File: config.mk
export PLATFORM = sky130hd
export DESIGN_NAME = addsub_seq_flat
export DESIGN_NICKNAME = d
export VERILOG_FILES = /design/src/rtl/addsub_seq_if.sv /design/src/rtl/addsub_seq.sv /design/src/flat_wrapper.sv
export SDC_FILE = /design/constraint.sdc
export NUM_CORES = 1
export LEC_CHECK = 0
export ABC_AREA = 1
export BUFFER_PORTS_ARGS = -buffer_cell sky130_fd_sc_hd__buf_2
export CORE_UTILIZATION = 50
export DETAILED_ROUTE_END_ITERATION = 12
export PLACE_DENSITY = 0.83
export SKIP_LAST_GASP = 1
export SLEW_MARGIN = 30
export SYNTH_ARGS = -nofsm -noshare
export SYNTH_HDL_FRONTEND = slang
export SYNTH_SLANG_ARGS = --single-unit
File: constraint.sdc
create_clock -name CLOCK -period 2.25 [get_ports CLOCK]
set_clock_uncertainty 0.15 [all_clocks]
set_input_delay 0.225 -clock CLOCK [delete_from_list [all_inputs] [get_ports CLOCK]]
set_output_delay 0.225 -clock CLOCK [all_outputs]
set_load 0.05 [all_outputs]
File: src/rtl/addsub_seq_if.sv
// Handshake and data bundle for the sequential add/subtract unit.
// The master drives the request side (start, mode, operands); the
// slave drives status, result and flags.
interface addsub_seq_if #(
    parameter int WIDTH = 8
);
    logic             start;
    logic             M;
    logic             ACC;
    logic [WIDTH-1:0] X;
    logic [WIDTH-1:0] Y;
    logic             busy;
    logic             done;
    logic [WIDTH-1:0] F;
    logic             sign;
    logic             zero;
    logic             overflow;
    logic             carryOut;

    modport master (
        output start, M, ACC, X, Y,
        input  busy, done, F, sign, zero, overflow, carryOut
    );

    modport slave (
        input  start, M, ACC, X, Y,
        output busy, done, F, sign, zero, overflow, carryOut
    );
endinterface

File: src/rtl/addsub_seq.sv
// Multi-cycle add/subtract unit. Operands are processed CHUNK bits per
// clock, least-significant chunk first, through a CHUNK-bit adder. The
// result register F and the status flags change only on the completing
// edge, so anything displaying them stays stable while an operation runs.
// Subtraction is X + ~Y + 1: B is inverted and the carry seeded with M.
// Accumulate mode takes the current F as operand A for chaining.
// WIDTH must be >= 2 and an integer multiple of CHUNK.
module addsub_seq #(
    parameter int WIDTH = 8,
    parameter int CHUNK = 4
) (
    input  logic       CLOCK,
    input  logic       RESET,
    addsub_seq_if.slave bus
);

    localparam int N  = WIDTH / CHUNK;
    localparam int KW = (N > 1) ? $clog2(N) : 1;

    typedef enum logic {
        IDLE = 1'b0,
        RUN  = 1'b1
    } state_t;

    state_t           state;
    logic [WIDTH-1:0] a_op;      // latched operand A (X or F)
    logic [WIDTH-1:0] b_op;      // latched operand B, already inverted for subtract
    logic [WIDTH-1:0] shadow;    // partial sum, filled one chunk per cycle
    logic             c;         // carry between chunks
    logic             m_op;      // latched mode, used for the carry/borrow flag
    logic [KW-1:0]    k;         // index of the chunk being added this cycle

    logic [CHUNK:0]   chunk_sum;
    logic [WIDTH-1:0] result;
    logic             last;

    // Chunk adder and the full-width result as it will look once chunk k is in.
    // NOTE: every output of an always_comb gets a value on every path (here
    // unconditionally at the top); a path that leaves one unassigned infers a latch.
    always_comb begin
        chunk_sum = {1'b0, a_op[int'(k)*CHUNK +: CHUNK]}
                  + {1'b0, b_op[int'(k)*CHUNK +: CHUNK]}
                  + {{CHUNK{1'b0}}, c};
        result    = shadow;
        result[int'(k)*CHUNK +: CHUNK] = chunk_sum[CHUNK-1:0];
        last      = (k == KW'(N - 1));
    end

    // Control FSM, chunked datapath and the committed result/flag registers.
    // NOTE: sequential state uses non-blocking assignments so every register
    // samples pre-edge values; blocking ones here would create ordering races.
    always_ff @(posedge CLOCK or posedge RESET) begin
        if (RESET) begin
            state        <= IDLE;
            a_op         <= '0;
            b_op         <= '0;
            shadow       <= '0;
            c            <= 1'b0;
            m_op         <= 1'b0;
            k            <= '0;
            bus.busy     <= 1'b0;
            bus.done     <= 1'b0;
            bus.F        <= '0;
            bus.sign     <= 1'b0;
            bus.zero     <= 1'b0;
            bus.overflow <= 1'b0;
            bus.carryOut <= 1'b0;
        end else begin
            bus.done <= 1'b0;
            case (state)
                IDLE: begin
                    // busy is low throughout IDLE, so start is honoured here only.
                    if (bus.start) begin
                        a_op     <= bus.ACC ? bus.F : bus.X;
                        b_op     <= bus.Y ^ {WIDTH{bus.M}};
                        c        <= bus.M;
                        m_op     <= bus.M;
                        k        <= '0;
                        shadow   <= '0;
                        bus.busy <= 1'b1;
                        state    <= RUN;
                    end
                end
                RUN: begin
                    shadow <= result;
                    c      <= chunk_sum[CHUNK];
                    k      <= k + 1'b1;
                    if (last) begin
                        state        <= IDLE;
                        bus.busy     <= 1'b0;
                        bus.done     <= 1'b1;
                        bus.F        <= result;
                        bus.sign     <= result[WIDTH-1];
                        bus.zero     <= (result == '0);
                        bus.overflow <= (~a_op[WIDTH-1] & ~b_op[WIDTH-1] &  result[WIDTH-1])
                                      | ( a_op[WIDTH-1] &  b_op[WIDTH-1] & ~result[WIDTH-1]);
                        // Subtract reports borrow, which is the inverted carry.
                        bus.carryOut <= m_op ^ chunk_sum[CHUNK];
                    end
                end
                default: begin
                    state    <= IDLE;
                    bus.busy <= 1'b0;
                end
            endcase
        end
    end

endmodule

File: src/flat_wrapper.sv
// flat-port wrapper written by rule: the top's interface ports become plain ports
module addsub_seq_flat 
#(
    parameter int WIDTH = 8,
    parameter int CHUNK = 4
)
  (CLOCK, RESET, bus_start, bus_M, bus_ACC, bus_X, bus_Y, bus_busy, bus_done, bus_F, bus_sign, bus_zero, bus_overflow, bus_carryOut);
  addsub_seq_if #(.WIDTH(WIDTH)) bus_i ();
  input  logic CLOCK;
  input  logic RESET;
  input wire logic [$bits(bus_i.start)-1:0] bus_start;
  input wire logic [$bits(bus_i.M)-1:0] bus_M;
  input wire logic [$bits(bus_i.ACC)-1:0] bus_ACC;
  input wire logic [$bits(bus_i.X)-1:0] bus_X;
  input wire logic [$bits(bus_i.Y)-1:0] bus_Y;
  output wire logic [$bits(bus_i.busy)-1:0] bus_busy;
  output wire logic [$bits(bus_i.done)-1:0] bus_done;
  output wire logic [$bits(bus_i.F)-1:0] bus_F;
  output wire logic [$bits(bus_i.sign)-1:0] bus_sign;
  output wire logic [$bits(bus_i.zero)-1:0] bus_zero;
  output wire logic [$bits(bus_i.overflow)-1:0] bus_overflow;
  output wire logic [$bits(bus_i.carryOut)-1:0] bus_carryOut;
  assign bus_i.start = bus_start;
  assign bus_i.M = bus_M;
  assign bus_i.ACC = bus_ACC;
  assign bus_i.X = bus_X;
  assign bus_i.Y = bus_Y;
  assign bus_busy = bus_i.busy;
  assign bus_done = bus_i.done;
  assign bus_F = bus_i.F;
  assign bus_sign = bus_i.sign;
  assign bus_zero = bus_i.zero;
  assign bus_overflow = bus_i.overflow;
  assign bus_carryOut = bus_i.carryOut;
  addsub_seq #(.WIDTH(WIDTH), .CHUNK(CHUNK)) u_core (.CLOCK(CLOCK), .RESET(RESET), .bus(bus_i));
endmodule
Word-level counts from Yosys, hierarchy flattened

Cells that the tools add are included.

Add/subtract/negate cells: 4
Equality and inequality tests: 2
Shifts and indexed selects: 4
Multiplexer cells: 16
Bitwise logic cells: 11
Reductions and logical operators: 4

Operators by type and width:

| kind                   | number |
|---|---|
| $neg 3->33             | 1 |
| $shift 4x33->8 const A | 1 |
| $shiftx 4x33->8        | 1 |
| $mux 8                 | 2 |
| $pmux 8 s2             | 1 |
| $shiftx 8x4->4         | 2 |
| $bwmux 8               | 1 |
| $logic_not 8->1        | 1 |
| $mux 1                 | 8 |
| $pmux 1 s2             | 4 |
| $xor 8x8->8            | 1 |
| $reduce_and 2->1       | 3 |
| $add 4x4->5            | 1 |
| $add 5x1->5            | 1 |
| $and 1x1->1            | 4 |
| $ne 2x2->1 const B     | 2 |
| $not 1->1              | 4 |
| $add 1x1->1 const B    | 1 |
| $or 1x1->1             | 1 |
| $xor 1x1->1            | 1 |

Register bits after elaboration: 42
Input bits: 21
Word-level logic and storage cells: 55

Longest topological paths before layout

Gate-level depths: netlist (run 1).

Depth in word-level cells: 8
Mapped depth: 15

Worst setup path before layout (run 1)

Ideal clock, no wire load.

Kind: register to register
Start: register u_core.k
End: register u_core.bus.zero
Library setup time: 0.066 ns
Arrival: 2.184 ns
Setup slack: -0.150 ns
Cell stages (with the launch flop): 12
Buffers on the path: 2
Clock period less this slack: 2.400 ns
Path through: dfrtp_1 buf_4 buf_2 mux2i_1 fa_1 fa_1 o21ai_1 nor2_1 nand3_1 nor2_1 nand3_1 nand2_1

Longest elaborated chain between the ends: 6
Elaborated cells on any way between the ends: 10
Those cells by class: add/sub (3); shift (4); mux (1); reduce/logical (2)

Ends and longest elaborated chain:

| item                              | RTL line                           | RTL |
|---|---|---|
| start, declared                   | addsub_seq.sv:31                   | `logic [KW-1:0] k;` |
| start signal, assigned            | addsub_seq.sv:87                   | `k <= k + 1'b1;` |
| $shiftx 8x4->4 (on tied branches) | addsub_seq.sv:41, addsub_seq.sv:42 |  |
| $add 4x4->5                       | addsub_seq.sv:42                   | `+ {1'b0, b_op[int'(k)*CHUNK +: CHUNK]}` |
| $add 5x1->5                       | addsub_seq.sv:43                   | `+ {{CHUNK{1'b0}}, c};` |
| $shiftx 4x33->8                   | addsub_seq.sv:45                   | `result[int'(k)*CHUNK +: CHUNK] = chunk_sum[CHUNK-1:0];` |
| $bwmux 8                          | addsub_seq.sv:45                   |  |
| $logic_not 8->1                   | addsub_seq.sv:94                   | `bus.zero <= (result == '0);` |
| end signal, assigned              | addsub_seq.sv:94                   |  |
| end, declared                     | addsub_seq_if.sv:27                | `output busy, done, F, sign, zero, overflow, carryOut` |

Parallel ways exist; a longest one is shown, timed or not.
A chain may end at the register's enable or synchronous reset.

Final worst setup path (run 1)

Ends and elaborated chain as after synthesis.

==> results of run 1 <==
## cells by family (layout without fill, tap and decap cells)
kind of cell	after synthesis	after routing
AO/OA/AOI/OAI	57	57
flip-flops	41	41
adder cells (fa/ha/maj)	5	5
multiplexers	1	1
AND/OR/NAND/NOR	88	88
XOR/XNOR	9	9
buffers and inverters	38	79
## worst max-delay path: stages, from the launching register on
cell	delay [ps]
dfrtp_2	450
mux2i_2	180
fa_2	380
fa_2	570
o21ai_1	90
nor2_1	90
nand3_1	80
nor2_1	100
nand3_1	80
nand2_1	60
## per-layer routing
| metal | wire [um] | track usage [%] |
|---|---|---|
| met1 | 2040 | 31.0 |
| met2 | 1950 | 35.6 |
| met3 | 237 | 3.79 |
| met4 | 48 | 7.34 |
| met5 | 0 | 0 |
## stage by stage
step                      cell area (sq um)  setup WS (ps)  hold slack, ps
after floorplan                        2060           -114             247
after global placement                 2270           8.59             222
after detailed placement               2270          -98.4             224
after CTS                              2370          -41.7            42.4
after global routing                   2380           -233            62.2
final                                  2380          -50.8            42.6
## worst paths after layout
check / start / to / slack (ps)
setup / recovery: u_core.k$_DFFE_PP0P_ / u_core.bus.zero$_DFFE_PP0P_ / -50
min in group asynchronous: RESET / u_core.bus.done$_DFF_PP0_ / 440
setup reg to reg: u_core.k$_DFFE_PP0P_ / u_core.bus.zero$_DFFE_PP0P_ / -50
hold reg to reg: u_core.bus.carryOut$_DFFE_PP0P_ / u_core.bus.carryOut$_DFFE_PP0P_ / 340
hold / removal: bus_X[1] / u_core.a_op[1]$_DFFE_PP0P_ / 40
max in group asynchronous: RESET / u_core.k$_DFFE_PP0P_ / 1120
## sequential cells by signal (all words and copies together) (netlist names), 7 cells and up
name / cells
u_core.a_op: 8
u_core.b_op: 8
u_core.bus.F: 7
u_core.shadow: 8
## area by class of cell
class                           count  share of cell area [%]
Inverter                           29                    4.78
Timing Repair Buffer               42                    9.78
Multi-Input combinational cell    160                    36.1
Clock inverter                      3                   0.736
Sequential cell                    41                    43.2
Tap cell                           48                    2.52
Clock buffer                        5                    2.89
## synthesized netlist by cell type (2+ instances only)
| cell type | count | share of area, % |
|---|---|---|
| nor2_1 | 16 | 2.9 |
| inv_1 | 23 | 4.2 |
| a22o_1 | 3 | 1.3 |
| o21ai_0 | 5 | 1.2 |
| nand2_1 | 54 | 9.9 |
| a21oi_1 | 2 | 0.49 |
| o22ai_1 | 9 | 2.8 |
| ha_1 | 3 | 1.8 |
| xnor2_1 | 8 | 3.4 |
| dfrtp_1 | 41 | 50 |
| fa_1 | 2 | 2.0 |
| o21ai_1 | 37 | 9.1 |
| buf_2 | 5 | 1.2 |
| buf_4 | 3 | 1.1 |
| inv_2 | 5 | 0.92 |
| nand3_1 | 14 | 3.4 |
## what timing repair did
action / CTS / global route
gates cloned: 0 / 0
setup endpoints to repair: 4 / 7
hold buffers: 1 / 0
resized for setup: 2 / 3
hold endpoints to repair: 41 / 0
pin swaps: 1 / 0
==> results_dict.tcl, run 1 <==
set metrics [dict create \
    maxCapViolations 0 \
    post_cts_buffers 0 \
    synth-simple-area-share_pct 18.0 \
    hold_viol_final 0 \
    coreArea_sq_um 3800 \
    async_flop_share_pct 100 \
    drtPass1Iterations 4 \
    worstMarginPinSlew_ps 524 \
    ff_latch_area_sq_um 1030 \
    instances_no_fill 328 \
    relSlewSlack_pct 65.1 \
    dp_cells 319 \
    grt_remaining_overflow 0 \
    finalMaxSlewViolations 0 \
    place.port_buffers 34 \
    grt_usage_pct 22.4 \
    grt_pass1_vias 1554 \
    clk_pin_slew_ps 80 \
    fin_ws_ps -50.8 \
    dieHeight_um 65.9 \
    cts.sinks 41 \
    synth_compound_area_share_pct 15.2 \
    vias 1672 \
    fillCellCount 309 \
    syn_avg_cell_area_sq_um 8.55 \
    synthCells 239 \
    start_util_pct 53.8 \
    synth_fa_ha_area_share_pct 3.80 \
    final.period_utilization_pct 102 \
    insertion_delay_ps 290 \
    min-delay-path-class "in -> reg" \
    cp.required_ps 2340 \
    setup_viol 1 \
    seq_area_frac_synth_pct 50.2 \
    drc_errors 0 \
    fin_setup_tns_ps -50.8 \
    holdPathStages 3 \
    area_growth_pct 16.5 \
    finalCriticalPeriod_ps 2300 \
    nNetsFinal 305 \
    die_area_sq_um 4350 \
    hpwl_um 3230 \
    ys_ff_latch 41 \
    drive_above_1_share_pct 22.9 \
    die_w_um 65.9 \
    multi_input_area_sq_um 860 \
    grt_max_degree 42 \
    yosysUniqueCellTypes 25 \
    synth_mux_area_share_pct 0.490 \
    gp_congestion 0.891 \
    synth_top_family_by_area "simple AND/OR/NAND/NOR gates" \
    synth.yosys.warnings 0 \
    start_kind "register" \
    synthesis.nets 265 \
    layout_commonest_cell "nand2_1" \
    avgViaCountPerCell 5.10 \
    syn_area_sq_um 2040 \
    rsz0062_at_grt "yes" \
    synth_edf_count 0 \
    synth_ff_type "dfrtp_1" \
    crit_fanout 5 \
    grt_first_pass_wirelength_um 7200 \
    drt-total-wl_um 4270 \
    routedWlPerCell_um 13.0 \
    antenna_found_initial 0 \
    finish.utilization_pct 62.6 \
    cts-htree-levels 2 \
    antenna_left 0 \
    violations "negative setup slack" \
    io_pins 35 \
    synthXorXnorAreaFrac_pct 3.86 \
    critPathArrivalTime_ps 2390 \
    clock-root-buffer "clkbuf_8" \
    end_kind "register" \
    cts_buffer_depth 2 \
    num_rows 22 \
    tritoncts "yes" \
    status "finished with violations" \
    cts-buffers-inserted 5 \
    max_freq_mhz 435 \
    mostFrequentLayoutCells "nand2_1 (53), dfrtp_1 (40), o21ai_1 (37), buf_2 (34), inv_1 (23)" \
    crit_type "reg -> reg" \
    r2r_cells 9 \
    n_antenna_cell 0 \
    drt-initial-drc-count 92 \
]
Power of run 1 is not shown: default switching activity piles up to over one toggle a cycle in this logic, so the estimate is an artifact.
==> run 2: changes to the inputs <==
- ABC_AREA: 1 -> unset
- CORE_UTILIZATION: 50 -> 49
==> results_dict.tcl, run 2 <==
set metrics [dict create \
    crit_type "reg -> reg" \
    top_regs "u_core.a_op: 8 flops, u_core.b_op: 8 flops, u_core.bus.F: 7 flops" \
    crit_fanout 4 \
    synthesis.nets 209 \
    drt-initial-drc-count 107 \
    grt_usage_pct 23.4 \
    die_w_um 63.2 \
    synth.yosys.warnings 0 \
    fin_ws_ps -87.3 \
    hold_viol_final 0 \
    cts_buffer_depth 2 \
    grt_pass1_vias 1420 \
    cts-htree-levels 2 \
    antenna_found_initial 0 \
    design_area_sq_um 2350 \
    dpl_cell_area_sq_um 2140 \
    seq_area_frac_synth_pct 51.8 \
    insertion_delay_ps 300 \
    layout_commonest_cell "nand2_1" \
    ys_ff_latch 38 \
    power_leakage_nw 1.15 \
    yosysUniqueCellTypes 34 \
    ir_drop_uv 920 \
    avgViaCountPerCell 5.26 \
    finalCriticalPeriod_ps 2340 \
    fin_setup_tns_ps -137 \
    gp_congestion 0.880 \
    hpwl_um 2870 \
    fillCellCount 267 \
    n_antenna_cell 0 \
    maxCapViolations 0 \
    clock-root-buffer "clkbuf_8" \
    synth_area_leaders "dfrtp_1 (52%), nand2_1 (8.4%), mux2i_1 (7.1%), o21ai_1 (3.8%), xnor2_1 (3.8%)" \
    grt_remaining_overflow 0 \
    mostFrequentLayoutCells "nand2_1 (41), dfrtp_1 (37), buf_2 (34), o21ai_1 (15), buf_4 (15)" \
    start_util_pct 52.9 \
    synth_ff_type "dfrtp_1" \
    end_kind "register" \
    clkPwrFrac_pct 13.5 \
    instances_no_fill 278 \
    cellPowerDensity_nw_per_um2 1860 \
    drc_errors 0 \
    setup_viol 4 \
    yosysTopAreaCell "dfrtp_1" \
    dp_cells 267 \
    tritoncts "yes" \
    yosysTopAreaCellShare_pct 51.8 \
    seq_power_share_pct 28.8 \
    worstMarginPinSlew_ps 555 \
    num_rows 21 \
    max_freq_mhz 428 \
    rsz0062_at_grt "yes" \
    async_flop_share_pct 100 \
    routedWlPerCell_um 14.7 \
    die_area_sq_um 3990 \
    drtPass1Iterations 4 \
    min-delay-path-class "in -> reg" \
    area_growth_pct 28.0 \
    swShare_pct 43.9 \
    io_pins 35 \
    status "finished with violations" \
    p_sw_mw 1.91 \
    critPathArrivalTime_ps 2410 \
    clk_pin_slew_ps 70 \
    nNetsFinal 258 \
    internal_power_mw 2.44 \
    final.period_utilization_pct 104 \
    yosysMostFrequentCell "nand2_1" \
    drive_above_1_share_pct 33.2 \
    synth_edf_count 0 \
    start_kind "register" \
    grt_max_degree 39 \
    drt-total-wl_um 4090 \
    synth_common_cells "nand2_1 (41), dfrtp_1 (38), o21ai_1 (14), mux2i_1 (13), o21ai_0 (10)" \
    violations "negative setup slack" \
    cts-buffers-inserted 5 \
    cp.required_ps 2320 \
    finalMaxSlewViolations 0 \
    syn_avg_cell_area_sq_um 10.0 \
    antenna_left 0 \
    dieHeight_um 63.2 \
    place.port_buffers 34 \
    grt_first_pass_wirelength_um 6920 \
    cts.sinks 38 \
    relSlewSlack_pct 62.6 \
    coreArea_sq_um 3470 \
    vias 1462 \
    combinationalPowerShare_pct 57.6 \
    syn_area_sq_um 1830 \
    p_total_mw 4.35 \
    synthCells 183 \
]
## run 2: cells by family (layout without fill, tap and decap cells)
| kind of cell | after synthesis | in the layout | synth area share [%] |
|---|---|---|---|
| compound gates | 37 | 37 | 11.8 |
| xor+xnor | 9 | 9 | 4.30 |
| fa+ha+maj | 5 | 5 | 4.23 |
| buf+inv | 18 | 67 | 4.16 |
| flops | 38 | 38 | 51.8 |
| mux | 18 | 18 | 10.2 |
| simple gates | 58 | 58 | 13.5 |
## run 2: repair_timing
item,4_1_cts,5_1_grt
pin swaps,0,3
resized for setup,8,9
endpoints found under the setup margin,9,6
hold buffers,1,0
setup buffers,3,0
endpoints found under the hold margin,38,0
## run 2: path summary, 6_finish.rpt
kind	endpoint	startpoint	slack, ps	cells past startpoint
max in group asynchronous	u_core.k$_DFFE_PP0P_	RESET	1170	4
min in group asynchronous	u_core.bus.F[2]$_DFFE_PP0P_	RESET	420	4
min reg2reg	u_core.bus.carryOut$_DFFE_PP0P_	u_core.bus.carryOut$_DFFE_PP0P_	330	2
max reg2reg	u_core.bus.overflow$_DFFE_PP0P_	u_core.k$_DFFE_PP0P_	-90	7
max	u_core.bus.overflow$_DFFE_PP0P_	u_core.k$_DFFE_PP0P_	-90	7
min	u_core.b_op[5]$_DFFE_PP0P_	bus_Y[5]	50	3
## run 2: cell type report
| type | count | area [sq um] | area share (%) |
|---|---|---|---|
| clock buffers | 6 | 82.6 | 3.52 |
| repair buffers | 52 | 315 | 13.4 |
| flip-flops and latches | 38 | 952 | 40.6 |
| inverters | 8 | 30.0 | 1.28 |
| clock inverters | 1 | 30.0 | 1.28 |
| multi-input cells | 127 | 880 | 37.5 |
| well taps | 46 | 57.6 | 2.45 |
## run 2: stage by stage
stage | setup slack (ps) | hold slack, ps | utilization (%)
after floorplan | -1.23 | 227 | -
after global routing | -170 | 59.1 | 67.7
after global placement | -85.5 | 198 | 61.7
after detailed placement | -252 | 210 | 61.7
after CTS | -22.9 | 41.0 | 66.5
final | -87.3 | 46.9 | 67.7
## run 2: worst max-delay path: stages, from the launching register on
cell,delay [ps]
dfrtp_2,460
buf_6,160
mux2_4,310
ha_4,290
nand3b_1,130
and3b_4,210
or4_1,390
a31oi_1,170
## run 2: power by group through the flow
stage	registers, mW	clock network, mW	logic [mW]
2_1_floorplan	1.52	0	1.23
3_3_place_gp	1.25	0	2.15
3_5_place_dp	1.26	0	2.23
4_1_cts	1.23	0.601	2.38
5_1_grt	1.30	0.643	2.74
6_report	1.26	0.589	2.51
## run 2: metal layers
layer | vias up | track usage (%) | wire length, um
met5 | - | 0 | 0
met4 | 0 | 9.38 | 71
met3 | 8 | 8.15 | 207
met2 | 43 | 36.4 | 1990
met1 | 698 | 29.7 | 1820
li1 | 713 | - | -
Power figures use the tool's default switching activity.
